`config.mk`:
```
export PLATFORM = sky130hd
export DESIGN_NAME = fifo_write_arbiter
export DESIGN_NICKNAME = d
export VERILOG_FILES = /design/src/rtl/fifo_write_arbiter_pkg.sv /design/src/rtl/fifo_write_arbiter_rr_pick.sv /design/src/rtl/fifo_write_arbiter.sv
export SDC_FILE = /design/constraint.sdc
export NUM_CORES = 1
export LEC_CHECK = 0
export ABC_AREA = 1
export CAP_MARGIN = 20
export CORE_AREA = 8 8 87 58
export CTS_BUF_LIST = sky130_fd_sc_hd__clkbuf_8
export DETAILED_ROUTE_END_ITERATION = 10
export DIE_AREA = 0 0 95 66
export PLACE_DENSITY_LB_ADDON = 0.3
export REMOVE_ABC_BUFFERS = 1
export SYNTH_ARGS = -nofsm -noshare
export SYNTH_HDL_FRONTEND = slang
export SYNTH_SLANG_ARGS = --single-unit
```
`constraint.sdc`:
```
create_clock -name clk_write -period 4.65 [get_ports clk_write]
set_input_delay 1.1625 -clock clk_write [delete_from_list [all_inputs] [get_ports clk_write]]
set_output_delay 1.1625 -clock clk_write [all_outputs]
set_load 0.01 [all_outputs]
```
`src/rtl/fifo_write_arbiter_pkg.sv`:
```
// rtl/fifo_write_arbiter_pkg.sv - shared types and helpers for the FIFO write-port arbiter
//
// Contents:
//   arb_state_t  arbiter FSM state encoding (ARB_IDLE=0, ARB_GRANT=1)
//   cnt_width()  bits needed to hold a count from 0 up to and including max_val

package fifo_write_arbiter_pkg;

  typedef enum logic {
    ARB_IDLE  = 1'b0,
    ARB_GRANT = 1'b1
  } arb_state_t;

  function automatic int cnt_width(input int max_val);
    return $clog2(max_val + 1);
  endfunction

endpackage

```
`src/rtl/fifo_write_arbiter_rr_pick.sv`:
```
// rtl/fifo_write_arbiter_rr_pick.sv - combinational round-robin winner select
//
// Ports:
//   req_valid  in   NUM_REQ          request vector
//   rr_ptr     in   $clog2(NUM_REQ)  highest-priority index for this pick
//   winner     out  $clog2(NUM_REQ)  first valid index scanning rr_ptr, rr_ptr+1, ... (mod NUM_REQ)
//   any        out  1                at least one request valid

module fifo_write_arbiter_rr_pick #(
  parameter int NUM_REQ = 4
) (
  input  logic [NUM_REQ-1:0]         req_valid,
  input  logic [$clog2(NUM_REQ)-1:0] rr_ptr,
  output logic [$clog2(NUM_REQ)-1:0] winner,
  output logic                       any
);

  localparam int IW = $clog2(NUM_REQ);
  localparam logic [IW:0] NREQ = (IW + 1)'(NUM_REQ);

  logic [IW:0] idx;
  logic        found;

  assign any = |req_valid;

  // Scan offsets 0..NUM_REQ-1 from rr_ptr; wrap by subtraction so NUM_REQ
  // does not have to be a power of two.
  always_comb begin
    winner = '0;
    found  = 1'b0;
    idx    = '0;
    for (int k = 0; k < NUM_REQ; k++) begin
      idx = {1'b0, rr_ptr} + k[IW:0];
      if (idx >= NREQ) idx = idx - NREQ;
      if (!found && req_valid[idx[IW-1:0]]) begin
        winner = idx[IW-1:0];
        found  = 1'b1;
      end
    end
  end

endmodule

```
`src/rtl/fifo_write_arbiter.sv`:
```
// rtl/fifo_write_arbiter.sv - round-robin, burst-locking arbiter for the async FIFO write port
//
// Ports:
//   clk_write    in   1                   write-domain clock
//   reset        in   1                   synchronous, active-high
//   req_valid    in   NUM_REQ             producer i has a word
//   req_data     in   NUM_REQ*DATA_WIDTH  producer i word at [i*DATA_WIDTH +: DATA_WIDTH]
//   req_last     in   NUM_REQ             producer i word ends its burst
//   req_ready    out  NUM_REQ             one-hot or zero
//   wr_full      in   1                   FIFO full flag
//   fifo_data    out  DATA_WIDTH          FIFO data_in (0 when not writing)
//   fifo_wr_en   out  1                   FIFO Wr_enable
//   grant_id     out  $clog2(NUM_REQ)     current/last owner index
//   busy         out  1                   high while a producer owns the port
//   burst_abort  out  1                   one-cycle pulse on idle-timeout release

module fifo_write_arbiter
  import fifo_write_arbiter_pkg::*;
#(
  parameter int NUM_REQ      = 4,
  parameter int DATA_WIDTH   = 8,
  parameter int MAX_BURST    = 8,
  parameter int IDLE_TIMEOUT = 16
) (
  input  logic                          clk_write,
  input  logic                          reset,
  input  logic [NUM_REQ-1:0]            req_valid,
  input  logic [NUM_REQ*DATA_WIDTH-1:0] req_data,
  input  logic [NUM_REQ-1:0]            req_last,
  output logic [NUM_REQ-1:0]            req_ready,
  input  logic                          wr_full,
  output logic [DATA_WIDTH-1:0]         fifo_data,
  output logic                          fifo_wr_en,
  output logic [$clog2(NUM_REQ)-1:0]    grant_id,
  output logic                          busy,
  output logic                          burst_abort
);

  localparam int IW = $clog2(NUM_REQ);
  localparam int BW = cnt_width(MAX_BURST);
  localparam int TW = cnt_width(IDLE_TIMEOUT);

  localparam logic [IW-1:0] LAST_IDX  = IW'(NUM_REQ - 1);
  localparam logic [BW-1:0] BEAT_LAST = BW'(MAX_BURST - 1);
  localparam logic [TW-1:0] IDLE_LAST = TW'(IDLE_TIMEOUT - 1);

  arb_state_t              state, state_nxt;
  logic [IW-1:0]           rr_ptr;
  logic [IW-1:0]           grant_q;
  logic [IW-1:0]           winner;
  logic                    any_valid;
  logic [BW-1:0]           beat_cnt;
  logic [TW-1:0]           idle_cnt;

  logic                    owner_valid;
  logic                    owner_last;
  logic [DATA_WIDTH-1:0]   owner_data;
  logic                    xfer;
  logic                    timeout;
  logic                    release_grant;

  fifo_write_arbiter_rr_pick #(
    .NUM_REQ(NUM_REQ)
  ) u_rr_pick (
    .req_valid(req_valid),
    .rr_ptr   (rr_ptr),
    .winner   (winner),
    .any      (any_valid)
  );

  // Owner's request lines selected by the registered grant index.
  always_comb begin
    owner_valid = 1'b0;
    owner_last  = 1'b0;
    owner_data  = '0;
    for (int i = 0; i < NUM_REQ; i++) begin
      if (grant_q == IW'(i)) begin
        owner_valid = req_valid[i];
        owner_last  = req_last[i];
        owner_data  = req_data[i*DATA_WIDTH +: DATA_WIDTH];
      end
    end
  end

  // Next state plus the combinational write/abort decisions. A reset cycle
  // suppresses every write so an in-flight burst is dropped cleanly.
  always_comb begin
    state_nxt     = state;
    xfer          = 1'b0;
    timeout       = 1'b0;
    release_grant = 1'b0;
    case (state)
      ARB_IDLE: begin
        if (any_valid) state_nxt = ARB_GRANT;
      end
      ARB_GRANT: begin
        xfer          = owner_valid & ~wr_full;
        // Full stalls with valid high are not idle, so they never time out.
        timeout       = ~owner_valid & (idle_cnt == IDLE_LAST);
        release_grant = (xfer & (owner_last | (beat_cnt == BEAT_LAST))) | timeout;
        if (release_grant) state_nxt = ARB_IDLE;
      end
      default: state_nxt = ARB_IDLE;
    endcase
    if (reset) begin
      xfer          = 1'b0;
      timeout       = 1'b0;
      release_grant = 1'b0;
    end
  end

  always_ff @(posedge clk_write) begin
    if (reset) begin
      state    <= ARB_IDLE;
      rr_ptr   <= '0;
      grant_q  <= '0;
      beat_cnt <= '0;
      idle_cnt <= '0;
    end else begin
      state <= state_nxt;
      if (state == ARB_IDLE) begin
        if (any_valid) begin
          grant_q  <= winner;
          beat_cnt <= '0;
          idle_cnt <= '0;
        end
      end else begin
        if (xfer) beat_cnt <= beat_cnt + 1'b1;
        if (owner_valid) idle_cnt <= '0;
        else             idle_cnt <= idle_cnt + 1'b1;
        if (release_grant) rr_ptr <= (grant_q == LAST_IDX) ? '0 : grant_q + 1'b1;
      end
    end
  end

  always_comb begin
    req_ready = '0;
    for (int i = 0; i < NUM_REQ; i++) begin
      req_ready[i] = xfer && (grant_q == IW'(i));
    end
  end

  assign fifo_wr_en  = xfer;
  assign fifo_data   = xfer ? owner_data : '0;
  assign grant_id    = grant_q;
  assign busy        = (state == ARB_GRANT);
  assign burst_abort = timeout;

endmodule

```
==> flow_metrics.tcl <==
set metrics [dict create \
    grt_first_pass_wirelength_mm 6.879 \
    leakage_power_of_the_design_uw 0.0008092 \
    cts_buffer_depth 2 \
    cts_max_level 1 \
    antenna_cells 0 \
    drt-initial-drc-count 57 \
    drive_gt1_share_pct 5.109 \
    globalRouteTotalUtil_pct 13.51 \
    flow.area_growth_from_synthesis_pct 48.82 \
    routed-via-count 1587 \
    start_util_pct 34.47 \
    data_arrival_at_the_endpoint_of_the_critical_path_ps 3060 \
    placed_cells 320 \
    clock_tree_from_tritoncts "done" \
    grt_setup_unrepaired "false" \
    synth-warning-count 0 \
    worst_setup_path_endpoint "fifo_data[1]" \
    final.min_clock_period_ps 4223 \
    number_of_standard_cell_rows_in_the_floorplan 18 \
    worstReg2RegStart "grant_id[1]" \
    top_level_ports 60 \
    antenna_left 0 \
    fraction_of_synthesized_cell_area_taken_by_the_top_area_cell_type_pct 21.11 \
    yosys.cell_types.count 30 \
    maxCapViolations 0 \
    cts_inserted_buffers 3 \
    timing.critical_path.slowest_cell_delay_ps 570 \
    tightestPinTransition_ps 484.3 \
    synth_sequential_area_ratio_pct 21.11 \
    finalPower_uw 405.1 \
    number_of_synthesized_register_bits 14 \
    finalSetupTns_ps 0 \
    worstSetupStartpointType "primary input" \
    crit_path_start "req_valid[0]" \
    dieWidth_um 95 \
    yosys.area.top_type "dfxtp_1" \
    r2r_setup_slack_ps 2410 \
    design.core.area_um2 3851 \
    fmaxAchievable_ghz 0.2368 \
    place_hpwl_mm 3.409 \
    finalWirelength_mm 4.326 \
    cp.depth 8 \
    syn-mean-instance-area_um2 6.034 \
    largest_net_degree_at_the_start_of_global_routing 19 \
    synth.cell_area_um2 1328 \
    postCtsResizedCells 0 \
    timing_worst_setup_path_type "in2out" \
    slew-limit-headroom_pct 67.71 \
    die_height_um 66 \
    finalHoldWorstSlack_ps 490.1 \
    worstPathCellList "clkdlybuf4s50_1, nand2_1, nand2_1, nand3_1, nand2_2, nand4_4, a211oi_1, clkdlybuf4s50_1" \
    clock_pin_slew_of_the_registers_on_the_worst_case_setup_and_hold_paths_ps 60 \
    clk-insertion-delay-late_ps 250 \
    power.density_nw_per_um2 205.0 \
    timing.critical_path.buf_inv 2 \
    peakVddDrop_mv 0.1587 \
    antenna_violations_before_repair 0 \
    post_layout_nonfiller_instances 324 \
    final-setup-viol-count 0 \
    gp_routability_congestion 0.8135 \
    crit_path_top_delay_cell "clkdlybuf4s50_1" \
    buffer_ports.inserted 59 \
    clock_sink_count 14 \
    synth_instances 220 \
    timing.final.max_slew_violations 0 \
    final.setup_skew_ps 3.150 \
    drt_pass1_iterations 4 \
    finalHoldViolations 0 \
    routedWlPerCell_um 13.35 \
    fin_util_pct 51.30 \
    postCtsHoldBufs 0 \
    critical_path.endpoint_type "output pin" \
    post-route-period-util_pct 90.82 \
    gr-total-overflow 0 \
    grt_pass1_vias 1365 \
    outcome "complete, no violations" \
    post_drt_via_cell_ratio 4.898 \
    worst_ep_required_time_ps 3490 \
    post_cts.repair.setup_buffers 0 \
    num-nets-final 325 \
    hold_class "reg2reg" \
    crit_family "buffers and inverters" \
    root_buffer "clkbuf_8" \
    die_area_um2 6270 \
    drc_errors_left 0 \
    synth_top_cells_by_area "dfxtp_1 (21%), nand2_1 (16%), nand3_1 (9.8%)" \
    r2r_cells 11 \
    rr_endpoint "beat_cnt[3]" \
    maximum_fanout_count_along_the_critical_path 16 \
]
## sequential cells by signal, summed over array words and instances, names as in the netlist
signal    cells
beat_cnt      4
idle_cnt      5
rr_ptr        2
busy          1
grant_id      2
## worst min-delay path by stage
stage / startpoint / to / slack [ps] / depth (start not counted)
detailed placement: beat_cnt[0] / beat_cnt[0] / 480 / 1
finish: beat_cnt[0] / beat_cnt[0] / 490 / 1
global route: beat_cnt[0] / beat_cnt[0] / 510 / 1
global placement: beat_cnt[0] / beat_cnt[0] / 470 / 1
CTS: beat_cnt[0] / beat_cnt[0] / 500 / 1
floorplan: beat_cnt[0] / beat_cnt[0] / 450 / 1
## cell usage after synthesis, drive strengths merged
library cell   n
o21a           1
o211ai         8
nand3b         2
inv           25
nor2          24
o21ai         15
o22ai          1
nor3           1
a21oi         21
buf            6
clkbuf         3
o32ai          1
nand4          2
or2            1
a211oi         1
nand2         59
xor2           1
ha             7
xnor2          1
dfxtp         14
nand3         26
## cells by family (layout without fill, tap and decap cells)
kind of cell	after synthesis	in the layout	share of synthesized area, %
AND/OR/NAND/NOR	115	115	38.45
AO/OA/AOI/OAI	48	48	20.92
adder cells (fa/ha/maj)	7	7	6.597
XOR/XNOR	2	2	1.320
buffers and inverters	34	88	11.59
flip-flops	14	14	21.11
## per-stage QoR
stage	area [um2]	setup slack (ps)
2_1_floorplan	1267	1525
3_3_place_gp	1921	436.7
3_5_place_dp	1921	438.6
4_1_cts	1976	435.8
5_1_grt	1976	261.0
6_report	1976	426.9
## report_power, final
part / internal [uW] / switching, uW
clock: 75.0 / 43.9
sequential: 125 / 6.77
combinational: 74.7 / 79.6
## layer usage
layer / GRT usage [%] / routed length [um] / part of all wire (%)
met5: 0 / 0 / 0
met4: 0.5803 / 0 / 0
met3: 3.288 / 315 / 7.3
met2: 21.85 / 1819 / 42
met1: 18.49 / 2191 / 51
## final cells by class
cell class,count,area [um2]
clock buffer,4,55.05
fill,399,1876
inverter,25,93.84
multi-input combinational,172,893.4
sequential,14,280.3
tap,50,62.56
timing repair buffer,59,590.6
## cells in the final DEF (no fill, tap or decap), drive strengths merged
cell | netlist | final
a211oi | 1 | 1
a21oi | 21 | 21
clkbuf | 3 | 4
clkdlybuf4s50 | 0 | 59
dfxtp | 14 | 14
ha | 7 | 7
inv | 25 | 25
nand2 | 59 | 59
nand3 | 26 | 26
nand3b | 2 | 2
nand4 | 2 | 2
nor2 | 24 | 24
nor3 | 1 | 1
o211ai | 8 | 8
o21a | 1 | 1
o21ai | 15 | 15
o22ai | 1 | 1
o32ai | 1 | 1
or2 | 1 | 1
xnor2 | 1 | 1
xor2 | 1 | 1
Note: power is estimated with default switching activity, not from simulation.
==> edit, RTL diff (same flow settings) <==
One comparison of `beat_cnt` changes from == to >=.
--- a/src/rtl/fifo_write_arbiter.sv
+++ b/src/rtl/fifo_write_arbiter.sv
@@ -98,5 +98,5 @@
         // Full stalls with valid high are not idle, so they never time out.
         timeout       = ~owner_valid & (idle_cnt == IDLE_LAST);
-        release_grant = (xfer & (owner_last | (beat_cnt == BEAT_LAST))) | timeout;
+        release_grant = (xfer & (owner_last | (beat_cnt >= BEAT_LAST))) | timeout;
         if (release_grant) state_nxt = ARB_IDLE;
       end
Check against the original RTL: no difference found for any inputs over 10 cycles, from zero or initial values and one cycle with reset high; that may be too few to reach the edited logic, so the function may still have changed.
==> edit against the original RTL <==
  * Clock power is essentially flat
  * Critical path depth grew 2
  * Cell count is 2.2% higher
  * Setup slack worse by 120 ps
  * Routed wire length is 2.9% higher
  * Sequential cell count is the same
  * Core utilization grew 2.2 points
  * Fmax fell by 2.8%
  * Power is 2.8% higher
  * Design area is 4.2% higher
  * Clock skew down 2.7 ps
  * Area after synthesis increased by 6.0%
  * Critical endpoint is now fifo_data[6]
  * Largest power group unchanged
==> edit: results (changes against the original RTL) <==
{| class="wikitable"
! Metric !! Value
|-
| Run status || finished clean (unchanged)
|-
| Clock insertion delay at the later pin of the skew report || 250 ps (about the same)
|-
| Number of antenna violations at the first check in global routing || 0 (unchanged)
|-
| Buffer levels on the longest clock path || 2 (unchanged)
|-
| Cells taking the most area after synthesis || dfxtp_1 20%, nand2_1 15%, nand3_1 11%, ha_1 6.2%, a21oi_1 5.3% (was dfxtp_1 21%, nand2_1 16%, nand3_1 9.8%, a21oi_1 7.9%, ha_1 6.6%)
|-
| Yosys cell types || 30 (unchanged)
|-
| Number of buffers added on ports || 59 (unchanged)
|-
| Total CTS buffers || 3 (unchanged)
|-
| Critical Path Max Stage Delay || 570 ps (about the same)
|-
| Nets || 332 (was 325)
|-
| Maximum vdd ir drop || 0.1039 mV (was 0.1587 mV)
|-
| Routed WL per cell || 13.45 um (was 13.35 um)
|-
| Data arrival time of the critical path || 3180 ps (was 3060 ps)
|-
| Fraction of layout instances using a drive strength above 1 || 12.81% (was 5.109%)
|-
| Static leakage || 0.8672 nW (was 0.8092 nW)
|-
| Setup bufs post-CTS || 0 (unchanged)
|-
| First DRT Iteration DRCs || 84 (was 57)
|-
| Most instantiated cells after synthesis || 57 x nand2_1, 30 x nand3_1, 19 x nor2_1, 18 x inv_1, 15 x a21oi_1 (was 57 x nand2_1, 26 x nand3_1, 23 x inv_1, 22 x nor2_1, 21 x a21oi_1)
|-
| Critical path's slowest cell || clkdlybuf4s50_1 (unchanged)
|-
| Number of warnings printed during yosys synthesis || 0 (unchanged)
|-
| Antenna diode count || 0 (unchanged)
|-
| Share of the yosys chip area belonging to registers || 19.91% (was 21.11%)
|-
| Number of fill cells || 361 (was 399)
|-
| Worst-Margin Slew || 475.3 ps (was 484.3 ps)
|-
| Root Driver || clkbuf_8 (unchanged)
|-
| Kind of cell adding the most delay to the critical path || buffers and inverters (unchanged)
|-
| GP Congestion || 0.7859 (was 0.8135)
|-
| Placement-stage cell area || 0.002004 mm^2 (was 0.001921 mm^2)
|-
| Half-perimeter wire length after placement || 3509 um (was 3409 um)
|-
| Share of synthesized registers carrying an async set or reset || 0% (unchanged)
|-
| Number of vias in the routed layout || 1605 (was 1587)
|-
| First-pass GRT wire length || 7189 um (was 6879 um)
|-
| GRT Overall Usage || 14.26% (was 13.51%)
|-
| Largest registers || idle_cnt x5, beat_cnt x4 (unchanged)
|-
| Pin count of the biggest net entering global routing || 19 (unchanged)
|-
| Worst min-delay path class || flop to flop (unchanged)
|-
| Clock Skews || 0.4959 ps (was 3.150 ps)
|-
| Number of levels in the clock H-tree || 1 (unchanged)
|-
| Detailed-routing iteration count for the pre-antenna-repair pass || 6 (was 4)
|-
| Number of global-route vias before repair || 1436 (was 1365)
|-
| # resized after CTS || 0 (unchanged)
|}
edit: path summary, 6_finish.rpt:
path / start / to / slack, ps / cells past startpoint
worst max-delay path: req_valid[0] / fifo_data[6] / 300 / 10
worst min-delay path: idle_cnt[1] / idle_cnt[1] / 490 / 2
worst max register to register: grant_id[0] / beat_cnt[0] / 2350 / 12
worst min register to register: idle_cnt[1] / idle_cnt[1] / 490 / 2
edit: cells by family (layout without fill, tap and decap cells):
group | Yosys count | in the layout | share of synthesized area [%]
xor+xnor | 1 | 1 | 0.6223
compound gates | 45 | 45 | 20.00
fa+ha+maj | 7 | 7 | 6.222
buf+inv | 35 | 90 | 11.47
simple gates | 124 | 124 | 41.78
flops | 14 | 14 | 19.91
edit: where the power goes:
part / switching, mW / internal (mW)
Combinational: 0.0871 / 0.0781
Clock: 0.0439 / 0.0751
Sequential: 0.00710 / 0.125
edit: cell type report:
cell class	instances	area, um^2	share of cell area [%]
clock buffer	4	55.05	2.673
inverter	26	97.59	4.739
multi-input combinational	177	965.9	46.90
sequential	14	280.3	13.61
tap	50	62.56	3.038
timing repair buffer	60	598.1	29.04
edit: through the flow:
stage / setup slack (ps) / power, mW / std cells / hold slack (ps)
after floorplan: 1373 / 0.2299 / 217 / 454.9
after global placement: 353.6 / 0.2982 / 327 / 479.7
after detailed placement: 303.7 / 0.2997 / 327 / 476.4
after CTS: 299.0 / 0.4211 / 331 / 485.9
after global routing: 172.6 / 0.4482 / 331 / 513.5
final: 303.1 / 0.4165 / 331 / 487.4
edit: per-layer routing:
metal | track usage [%] | wire, um | up-vias
met5 | 0 | 0 | -
met3 | 3.288 | 301 | 2
met2 | 22.71 | 1939 | 44
li1 | - | - | 853
met1 | 19.32 | 2197 | 706
met4 | 2.321 | 13 | 0
